<file path="src/rtl/stream_width_converter_pkg.sv">
// stream_width_converter_pkg: end-of-stream state encoding and sizing helpers shared by the converter
package stream_width_converter_pkg;
  typedef enum logic [1:0] {S_STREAM, S_FLUSH, S_DONE} state_t;
  function automatic int imin(input int a, input int b);
    return a < b ? a : b;
  endfunction
  function automatic int imax(input int a, input int b);
    return a > b ? a : b;
  endfunction
endpackage

</file>
<file path="src/rtl/stream_width_converter_unit_shift_buffer.sv">
// unit_shift_buffer: U-bit unit FIFO with parallel push of NI units and pop of NO units
// Oldest unit sits at the LSB; slots at or above count are always zero, so a short pop is already zero-padded.
module unit_shift_buffer
  import stream_width_converter_pkg::*;
#(
  parameter int U     = 2,
  parameter int NI    = 4,
  parameter int NO    = 1,
  parameter int DEPTH = 8,
  parameter int CW    = $clog2(DEPTH + 1)
) (
  input  logic              clk,
  input  logic              rst,
  input  logic              push_i,
  input  logic [NI*U-1:0]   push_data_i,
  input  logic              pop_i,
  output logic [NO*U-1:0]   head_o,
  output logic [CW-1:0]     count_o,
  output logic [CW-1:0]     free_o
);
  logic [DEPTH*U-1:0] data_q, data_d, kept;
  logic [CW-1:0] count_q, count_d, base;
  always_comb begin
    base    = pop_i ? (count_q > CW'(NO) ? count_q - CW'(NO) : '0) : count_q;
    kept    = pop_i ? data_q >> (NO*U) : data_q;
    data_d  = push_i ? (kept | ((DEPTH*U)'(push_data_i) << (int'(base) * U))) : kept;
    count_d = push_i ? base + CW'(NI) : base;
  end
  always_ff @(posedge clk or posedge rst) begin
    if (rst) begin
      data_q  <= '0;
      count_q <= '0;
    end else begin
      data_q  <= data_d;
      count_q <= count_d;
    end
  end
  assign head_o  = data_q[NO*U-1:0];
  assign count_o = count_q;
  assign free_o  = CW'(DEPTH) - count_q;
endmodule

</file>
<file path="src/rtl/stream_width_converter.sv">
// stream_width_converter: IN_LEN->OUT_LEN stream gearbox with buffering, request credits,
// end-of-stream flush of a partial word and a sticky overflow flag.
module stream_width_converter
  import stream_width_converter_pkg::*;
#(
  parameter int IN_LEN       = 8,
  parameter int OUT_LEN      = 2,
  parameter int MSB_FIRST    = 0,
  parameter int BUF_WORDS    = 2,
  parameter int MAX_INFLIGHT = 2,
  parameter int PAD_PARTIAL  = 1
) (
  input  logic               clk,
  input  logic               rst,
  input  logic               inclk_i,
  input  logic [IN_LEN-1:0]  in_i,
  input  logic               in_done_i,
  input  logic               downstream_rdy_i,
  output logic               readclk_o,
  output logic               outclk_o,
  output logic [OUT_LEN-1:0] out_o,
  output logic               rdy_o,
  output logic               done_o,
  output logic               overflow_o
);
  localparam int U     = imin(IN_LEN, OUT_LEN);
  localparam int NI    = IN_LEN / U;
  localparam int NO    = OUT_LEN / U;
  localparam int DEPTH = BUF_WORDS * imax(IN_LEN, OUT_LEN) / U;
  localparam int CW    = $clog2(DEPTH + 1);
  localparam int KW    = $clog2(MAX_INFLIGHT + 1);
  logic [IN_LEN-1:0] push_units;
  logic [OUT_LEN-1:0] head, head_fmt, out_q;
  logic [CW-1:0] count, free;
  logic [KW-1:0] credits_q, credits_d;
  logic push, pop, emit, fin, readclk_d, readclk_q, outclk_q, done_q, overflow_q;
  state_t state_q, state_d;
  genvar k;
  for (k = 0; k < NI; k++) begin : g_in
    assign push_units[k*U +: U] = MSB_FIRST != 0 ? in_i[(NI-1-k)*U +: U] : in_i[k*U +: U];
  end
  for (k = 0; k < NO; k++) begin : g_out
    assign head_fmt[k*U +: U] = MSB_FIRST != 0 ? head[(NO-1-k)*U +: U] : head[k*U +: U];
  end
  unit_shift_buffer #(.U(U), .NI(NI), .NO(NO), .DEPTH(DEPTH), .CW(CW)) u_buf (
    .clk         (clk),
    .rst         (rst),
    .push_i      (push),
    .push_data_i (push_units),
    .pop_i       (pop),
    .head_o      (head),
    .count_o     (count),
    .free_o      (free)
  );
  // A word arriving in the same cycle still belongs to the stream, so flushing waits for a quiet input.
  always_comb begin
    fin       = (state_q == S_FLUSH || in_done_i) && !inclk_i;
    push      = inclk_i && free >= CW'(NI);
    emit      = downstream_rdy_i && (count >= CW'(NO) || (fin && count != '0 && PAD_PARTIAL != 0));
    pop       = emit || (fin && count != '0 && count < CW'(NO) && PAD_PARTIAL == 0);
    state_d   = fin && count == '0 ? S_DONE : in_done_i ? S_FLUSH : state_q == S_DONE ? S_STREAM : state_q;
    readclk_d = state_q != S_FLUSH && !in_done_i && credits_q < KW'(MAX_INFLIGHT) &&
                int'(free) >= (int'(credits_q) + 1) * NI;
    credits_d = state_d == S_DONE ? '0 :
                readclk_d && !inclk_i ? credits_q + KW'(1) :
                !readclk_d && inclk_i && credits_q != '0 ? credits_q - KW'(1) : credits_q;
  end
  always_ff @(posedge clk or posedge rst) begin
    if (rst) begin
      state_q    <= S_STREAM;
      credits_q  <= '0;
      readclk_q  <= 1'b0;
      outclk_q   <= 1'b0;
      done_q     <= 1'b0;
      overflow_q <= 1'b0;
      out_q      <= '0;
    end else begin
      state_q    <= state_d;
      credits_q  <= credits_d;
      readclk_q  <= readclk_d;
      outclk_q   <= emit;
      done_q     <= state_d == S_DONE;
      overflow_q <= overflow_q | (inclk_i && !push);
      if (emit) out_q <= head_fmt;
    end
  end
  assign readclk_o  = readclk_q;
  assign outclk_o   = outclk_q;
  assign out_o      = out_q;
  assign rdy_o      = free >= CW'(NI);
  assign done_o     = done_q;
  assign overflow_o = overflow_q;
endmodule

</file>
<file path="config.mk">
export PLATFORM = sky130hd
export DESIGN_NAME = stream_width_converter
export DESIGN_NICKNAME = d
export VERILOG_FILES = /design/src/rtl/stream_width_converter_pkg.sv /design/src/rtl/stream_width_converter_unit_shift_buffer.sv /design/src/rtl/stream_width_converter.sv
export SDC_FILE = /design/constraint.sdc
export NUM_CORES = 1
export LEC_CHECK = 0
export CAP_MARGIN = 15
export CORE_MARGIN = 2
export CORE_UTILIZATION = 45
export CTS_CLUSTER_DIAMETER = 120
export DETAILED_ROUTE_END_ITERATION = 10
export PLACE_DENSITY = 0.65
export SYNTH_ARGS = -nofsm -noshare
export SYNTH_HDL_FRONTEND = slang
export SYNTH_HIERARCHICAL = 1
export SYNTH_SLANG_ARGS = --single-unit
</file>
<file path="constraint.sdc">
create_clock -name clk -period 3.13 [get_ports clk]
set_input_delay 0.4695 -clock clk [delete_from_list [all_inputs] [get_ports clk]]
set_output_delay 0.4695 -clock clk [all_outputs]
set_load 0.01 [all_outputs]
</file>
== Yosys cells after proc, flatten, opt, wreduce, memory -nomap -nowiden ==
Index checks and enable logic that the tools add are counted.
Cells by class
  shifts and indexed selects: 1
  reduce and logical (&&, ||, !) cells: 22
  order comparisons: 5
  bitwise logic cells: 2
  multiplexer cells: 11
  $add $sub $neg: 6
  equality and inequality tests: 4
Operators with widths (number)
  16-bit 2-to-1 mux: 2
  16-bit bitwise OR: 1
  8-bit by 5-bit left shift with 16-bit output: 1
  1-bit logical AND: 12
  2-bit 2-to-1 mux: 6
  4-bit 2-to-1 mux: 3
  4-bit by 5-bit greater-or-equal comparator with 1-bit output: 1
  4-bit by 3-bit adder with 4-bit output, second input constant: 1
  2-bit equality test, second input constant: 2
  4-bit by 1-bit greater-or-equal comparator with 1-bit output, second input constant: 1
  4-bit by 3-bit greater-or-equal comparator with 1-bit output, second input constant: 1
  4-bit by 1-bit greater-than comparator with 1-bit output, second input constant: 1
  1-bit logical NOT: 4
  4-bit logical NOT: 1
  4-bit nonzero test: 1
  4-bit by 1-bit subtractor with 4-bit output, second input constant: 1
  4-bit subtractor, first input constant: 1
  2-bit by 1-bit adder with 3-bit output, second input constant: 1
  3-bit nonzero test: 1
  2-bit by 1-bit adder with 2-bit output, second input constant: 1
  2-bit by 1-bit equality test with 1-bit output, second input constant: 1
  1-bit logical OR: 2
  2-bit < comparator, second input constant: 1
  2-bit by 1-bit != test with 1-bit output, second input constant: 1
  3 further kinds: 3
Storage, ports and cells
  logic and storage cells: 60
  output and inout port bits: 7
  flip-flop bits (word level): 30
  input port bits: 13

== Longest topological paths before layout ==
  depth in word-level cells: 10
  mapped depth: 10

== Hierarchy ==
The synthesis kept the hierarchy.
By module, submodules not included
  unit_shift_buffer: instances 1, seq. area each 500.5 um^2, area each 1401.3 um^2, cells an instance 150
  stream_width_converter: instances 1, seq. area each 250.2 um^2, area each 581.8 um^2, cells an instance 50

== Worst setup path before layout ==
Ideal clock, no wire load.
  kind: register -> register
  start: reg u_buf.count_q[0], in the netlist u_buf/count_o[0]
  end: reg u_buf.data_q[12]
  required time: 3.043 ns
  period minus slack after synthesis: 2.582 ns
  cell stages (with the launch flop): 10
  arrival time: 2.495 ns
  library setup time: 0.087 ns
  setup slack: 0.548 ns
  buffers on the path: 1
  cell sequence: dfrtp_1 > or4_4 > nand2_1 > inv_1 > buf_6 > nor4b_2 > mux2i_2 > nand3_4 > or4b_1 > o211ai_1
Between the ends
  cells in the longest elaborated chain, start to end: 8
  elaborated cells on any way between the ends: 16
Ends and longest elaborated chain
  start: declaration: line stream_width_converter_unit_shift_buffer.sv:22  | logic [CW-1:0] count_q, count_d, base;
  start signal: assignment: line stream_width_converter_unit_shift_buffer.sv:35  | count_q <= count_d;
  branches (longest 2 deep; another with 4-bit by 1-bit greater-or-equal comparator with 1-bit output)
  1-bit logical OR *: line stream_width_converter.sv:59  | emit = downstream_rdy_i && (count >= CW'(NO) || (fin && count != '0 && PAD_PARTIAL != 0));
  1-bit logical AND *: line stream_width_converter.sv:59
  net emit: line stream_width_converter.sv:36  | logic push, pop, emit, fin, readclk_d, readclk_q, outclk_q, done_q, overflow_q;
  4-bit 2-to-1 mux: line stream_width_converter_unit_shift_buffer.sv:24  | base = pop_i ? (count_q > CW'(NO) ? count_q - CW'(NO) : '0) : count_q;
  8-bit by 5-bit left shift with 16-bit output: line stream_width_converter_unit_shift_buffer.sv:26  | data_d = push_i ? (kept | ((DEPTH*U)'(push_data_i) << (int'(base) * U))) : kept;
  16-bit bitwise OR: line stream_width_converter_unit_shift_buffer.sv:26
  16-bit 2-to-1 mux *: line stream_width_converter_unit_shift_buffer.sv:26
  net u_buf.data_d[12]: line stream_width_converter_unit_shift_buffer.sv:21  | logic [DEPTH*U-1:0] data_q, data_d, kept;
  end signal: assignment: line stream_width_converter_unit_shift_buffer.sv:34  | data_q <= data_d;
  end: declaration: line stream_width_converter_unit_shift_buffer.sv:21
Mark *: on every way through the listed nets, which the timed path passes.
A chain may end at the register's enable or synchronous reset.

== Worst setup path after layout ==
Ends and elaborated chain as after synthesis.

==> flow_summary.json <==
{
  "timing.final.crit_period_ps": 2817,
  "ys_seq_elements": 30,
  "grt_pass1_wl_um": 6948,
  "clock_sinks": 30,
  "crit_chain": "or4_4 > nand2_1 > inv_1 > nor4b_2 > mux2i_2 > nand3_4 > or4b_1 > o211ai_1",
  "cp_max_fo": 10,
  "ys_warn_count": 6,
  "area_growth_pct": 15.52,
  "synth_xor_area_share_pct": 1.767,
  "worst_path_largest_cell_delay_ps": 580,
  "path_class": "register to register",
  "relSlewSlack_pct": 50.74,
  "min_period_over_period_pct": 89.99,
  "worst-path-buf-inv": 1,
  "cts.hold.buffers_added": 0,
  "status": "completed",
  "p_switching_mw": 1.079,
  "max_clock_freq_mhz": 355.0,
  "clk-insertion-delay-late_ps": 280,
  "post_drt_via_cell_ratio": 5.842,
  "slew_viol_final": 0,
  "total_power_mw": 2.450,
  "synth_edf_count": 0,
  "ys.flop_type": "dfrtp_1",
  "rows": 24,
  "die-area_sq_um": 4954,
  "r2r_start": "u_buf/count_o[0]",
  "r2r_slack_ps": 310,
  "skew_ps": 3.102,
  "start_kind": "register",
  "tightest_slew_ps": 738.1,
  "hold_path_class": "input pin to asynchronous set/reset pin",
  "die_h_um": 70.39,
  "end_kind": "register",
  "postSynth.asyncResetShare_pct": 100.0,
  "clkTransAtPathRegs_ps": 60,
  "wl_per_cell_um": 15.08,
  "seqPwrFrac_pct": 28.7,
  "synthMuxAreaShare_pct": 11.74,
  "swShare_pct": 44.03,
  "combPwrFrac_pct": 58.3,
  "whs_ps": 495.1,
  "yosysSeqAreaShare_pct": 37.85,
  "synth_simple_gate_area_share_pct": 21.51,
  "required_ps": 3320,
  "cts_buffers": 5,
  "grt_pass1_vias": 1452,
  "cts_resized": 0,
  "initial_utilization_pct": 46.18,
  "synth_cell_types": 52,
  "cts_setup_buffers": 0,
  "power_density_nw_per_um2": 1069,
  "final.setup.tns_ps": 0,
  "synth_fp_nets": 219,
  "antenna_cells": 0,
  "fin_nets": 238,
  "port_buffers": 19,
  "p_int_mw": 1.371,
  "core_area_sq_um": 4294,
  "grtUsageTotal_pct": 17.71,
  "synth_top_family_by_area": "simple AND/OR/NAND/NOR gates",
  "syn_area_sq_um": 1983,
  "crit_family": "simple AND/OR/NAND/NOR gates",
  "hpwlAfterDp_um": 3240,
  "grt_max_degree": 21,
  "die_x_um": 70.39,
  "htree_levels": 2,
  "r2r_end": "u_buf/data_q[12]",
  "grt_overflow": 0,
  "pre_cts_slack_ps": 221.0,
  "cts.path.max_buffers": 2,
  "synth_area_per_cell_sq_um": 9.916,
  "r2r_cells": 8,
  "finalHoldViolCount": 0,
  "drt_iter0_drc": 62,
  "cts_root_buf": "clkbuf_8",
  "io_pins": 20,
  "rsz0062_at_grt": "false",
  "drc_errors": 0,
  "drt_first_pass_iters": 4,
  "pwr-share-clk_pct": 13.0,
  "fin_ws_ps": 313.4,
  "grt_antenna_before_repair": 0,
  "drive_gt1_share_pct": 12.73,
  "cp_slowest_cell": "or4_4",
  "gp_congestion": 0.8365,
  "routed_wl_um": 4103,
  "num_vias": 1589,
  "synth_fa_ha_area_share_pct": 3.785,
  "setup_viol": 0,
  "ir_worst_vdd_v": 0.0007640,
  "drv_cap": 0,
  "leakagePower_nw": 0.9628,
  "synth_compound_area_share_pct": 17.22,
  "syn_inst": 200,
  "ant_nets": 0,
  "cp.arrival_ps": 3010,
  "tritoncts": "built"
}
==> through the flow <==
stage / utilization, % / std cells / instance area, sq um
detailed placement: 51.22 / 264 / 2200
CTS: 53.35 / 272 / 2291
finish: 53.35 / 272 / 2291
global route: 53.35 / 272 / 2291
global placement: 51.22 / 264 / 2200
floorplan: - / 200 / 1983
==> state kept, by name, indices dropped and copies added, names as in the netlist <==
signal / count
overflow_o: 1
u_buf/data_q: 16
out_o: 2
credits_q: 2
readclk_o: 1
done_o: 1
outclk_o: 1
state_q: 2
u_buf/count_o: 4
==> synthesized netlist by cell type (2+ instances only) <==
library cell,n,area share (%)
o22ai_1,2,0.63
nor2_1,11,2.1
nand2b_1,2,0.63
mux2i_1,17,8.6
nor3_1,2,0.50
ha_1,6,3.8
buf_2,4,1.0
and2_1,2,0.63
or4b_1,2,1.0
o221ai_1,2,0.88
inv_1,16,3.0
xnor2_1,2,0.88
nor3b_1,2,0.76
dfrtp_1,30,38
o21bai_1,2,0.76
xor2_1,2,0.88
o21ai_1,2,0.50
o2111ai_1,2,0.88
a221o_1,2,1.0
nand2_1,14,2.6
or2_1,4,1.3
o21ai_0,13,3.3
clkbuf_1,2,0.38
buf_4,3,1.1
o211ai_1,8,3.0
mux2_2,3,1.7
nor2b_1,4,1.3
a21boi_0,3,1.1
nand4_1,12,3.8
a22oi_1,2,0.76
==> final cells by class <==
| class | instances | area [sq um] |
|---|---|---|
| Timing Repair Buffer | 22 | 212.7 |
| Multi-Input combinational cell | 144 | 1111 |
| Sequential cell | 30 | 750.7 |
| Inverter | 16 | 60.06 |
| Fill cell | 403 | 2003 |
| Clock buffer | 7 | 86.33 |
| Tap cell | 52 | 65.06 |
| Clock inverter | 1 | 5.005 |
==> worst max path at each step <==
stage | depth (start not counted) | from | slack [ps] | to
2_1_floorplan | 9 | u_buf/count_o[0] | 550 | u_buf/data_q[12]
3_3_place_gp | 8 | downstream_rdy_i | 370 | u_buf/data_q[12]
3_5_place_dp | 8 | downstream_rdy_i | 220 | u_buf/data_q[12]
4_1_cts | 8 | u_buf/count_o[0] | 330 | u_buf/data_q[12]
5_1_grt | 8 | u_buf/count_o[0] | 140 | u_buf/data_q[12]
6_report | 8 | u_buf/count_o[0] | 310 | u_buf/data_q[12]
==> layer usage <==
metal,up-vias,track usage (%),wire [um]
met4,0,5.769,52
met5,-,0,0
met3,5,4.040,166
li1,766,-,-
met1,771,24.54,1984
met2,47,27.36,1900
==> power by group through the flow <==
stage | Clock (mW) | Combinational, mW | Sequential (mW)
after global placement | 0 | 1.40 | 0.695
after floorplan | 0 | 1.13 | 0.678
final | 0.318 | 1.43 | 0.704
after detailed placement | 0 | 1.43 | 0.707
after global routing | 0.341 | 1.58 | 0.725
after CTS | 0.325 | 1.43 | 0.701
==> cell usage in the layout, fill, tap and decap left out, types with 3 or more instances in the layout <==
cell	instances
o21ai_0	13
nand4_1	12
clkdlybuf4s50_1	19
buf_4	3
nor2b_1	4
mux2i_1	17
ha_1	6
nor2_1	11
inv_1	16
mux2_2	3
or2_1	4
o211ai_1	8
dfrtp_1	30
nand2_1	14
a21boi_0	3
clkbuf_8	6
==> cells by family after synthesis <==
| kind of cell | count (synthesis) |
|---|---|
| AO/OA/AOI/OAI | 46 |
| XOR/XNOR | 4 |
| adder cells (fa/ha/maj) | 6 |
| buffers and inverters | 26 |
| flip-flops | 30 |
| multiplexers | 22 |
| AND/OR/NAND/NOR | 66 |
No activity file was read; power rests on OpenSTA's default activity.
==> RTL edit, RTL diff (same flow settings) <==
Put one more register stage on the output `overflow_o`, cleared by the reset. The value now appears one clock later. The other outputs are not delayed to match.
--- a/src/rtl/stream_width_converter.sv
+++ b/src/rtl/stream_width_converter.sv
@@ -91,3 +91,9 @@
   assign done_o     = done_q;
-  assign overflow_o = overflow_q;
+  always_ff @(posedge clk or posedge rst) begin
+    if (rst) begin
+      overflow_o <= '0;
+    end else begin
+      overflow_o <= overflow_q;
+    end
+  end
 endmodule
Formal check against the unedited RTL: not equivalent (a bounded check fails within 4 cycles, from zero or initial values and one cycle with rst high).
==> RTL edit against the unedited design <==
Count of clock-buffer cells in the layout fell by 1. Routed wire length fell by 3.2%. Sequential power fell by 1%. Critical path depth did not move. Sequential cell count rose by 1. Total power fell by 0.96%. Maximum frequency rose by 4.2%. Core utilization fell by 0.23 points. Final area rose by 0.27%. Critical path type unchanged. Synthesized area rose by 0.50%. Synthesized cell count rose by 0.50%. Setup slack improved by 110 ps.
==> RTL edit: results <==
group,metric,value,unit
status,status,"completed",
synth,ys_seq_area_frac,0.3892,
placement,pre_cts_slack,280.6,ps
synth,synthTopCellsByArea,"dfrtp_1 39%, mux2i_1 8.5%, ha_1 3.8%, nand4_1 3.8%, o21ai_0 3.3%",
placement,dpl-instance-area,2210,um2
sta,setup_slack,428.1,ps
setup_path,crit_path_start,"u_buf/count_o[1]$_DFF_PP0_",
hold_path,hold_class,"flip-flop to flip-flop",
synth,syn-num-nets,220,
route,wl_met3,95,um
placement,dpl.hpwl,3095,um
placement,place.gp.congestion,0.7757,
global_routing,use_met1,0.2587,
global_routing,use_met2,0.2778,
sta,fin_skew,2.475,ps
setup_path,crit_arrival,2900,ps
synth,yosysUniqueCellTypes,50,
route,avgViaCountPerCell,5.515,
cells_and_area,drive_gt1_frac,0.1182,
global_routing,use_met3,0.02137,
sta,fin_hold_ws,397.1,ps
pwr,total_leakage_power,0.9635,nW
pwr,ir_drop,0.6724,mV
route,wl_met1,2044,um
synth,ys_async_sr_fraction,1.000,
sta,relSlewSlack,0.5178,
route,first_pass_iters,5,
cts,cts_resized,0,
route,wl_met2,1777,um
synth,synth_common_cells,"31 x dfrtp_1, 17 x mux2i_1, 16 x inv_1",
global_routing,grt.total_usage,0.1782,
setup_path,crit_family,"simple AND/OR/NAND/NOR gates",
global_routing,grt_pass1_vias,1465,
cells_and_area,nets,239,
route,wirelength,3970,um
route,drt_iter0_markers,130,
setup_path,rr_startpoint,"u_buf/count_o[1]$_DFF_PP0_",
-- RTL edit: cell types whose count changed after synthesis, sizes merged --
cell | before | now
a22oi | 2 | 3
a2bb2oi | 1 | 0
o21bai | 2 | 1
or2 | 5 | 4
dfrtp | 30 | 31
nand2b | 2 | 3
a21o | 0 | 1
-- RTL edit: area by class of cell --
| class | instances | area, um2 |
|---|---|---|
| Multi-Input combinational cell | 144 | 1096 |
| Timing Repair Buffer | 22 | 212.7 |
| Sequential cell | 31 | 775.7 |
| Clock buffer | 6 | 82.58 |
| Fill cell | 414 | 2027 |
| Tap cell | 52 | 65.06 |
| Inverter | 16 | 60.06 |
| Clock inverter | 1 | 5.005 |
-- RTL edit: kinds of logic after synthesis --
| kind of cell | share of synthesized area |
|---|---|
| AOI/OAI and AO/OA | 0.1657 |
| xor gates and xnor gates | 0.01758 |
| adders and majority gates | 0.03766 |
| buffers and inverters | 0.06089 |
| DFF | 0.3892 |
| muxes | 0.1149 |
| and+or+nand+nor | 0.2141 |
-- RTL edit: worst max-delay path by stage --
stage / cells past startpoint / endpoint
after global routing: 8 / u_buf/data_q[13]$_DFF_PP0_
after floorplan: 9 / u_buf/data_q[12]$_DFF_PP0_
after CTS: 8 / u_buf/data_q[12]$_DFF_PP0_
after global placement: 8 / u_buf/data_q[12]$_DFF_PP0_
after detailed placement: 8 / u_buf/data_q[12]$_DFF_PP0_
final: 8 / u_buf/data_q[12]$_DFF_PP0_
-- RTL edit: power by group --
| group | leakage, nW | internal, mW | switching (mW) |
|---|---|---|---|
| sequential | 0.375 | 0.566 | 0.131 |
| combinational | 0.541 | 0.624 | 0.802 |
| clock | 0.0470 | 0.172 | 0.131 |
| total | 0.963 | 1.36 | 1.06 |
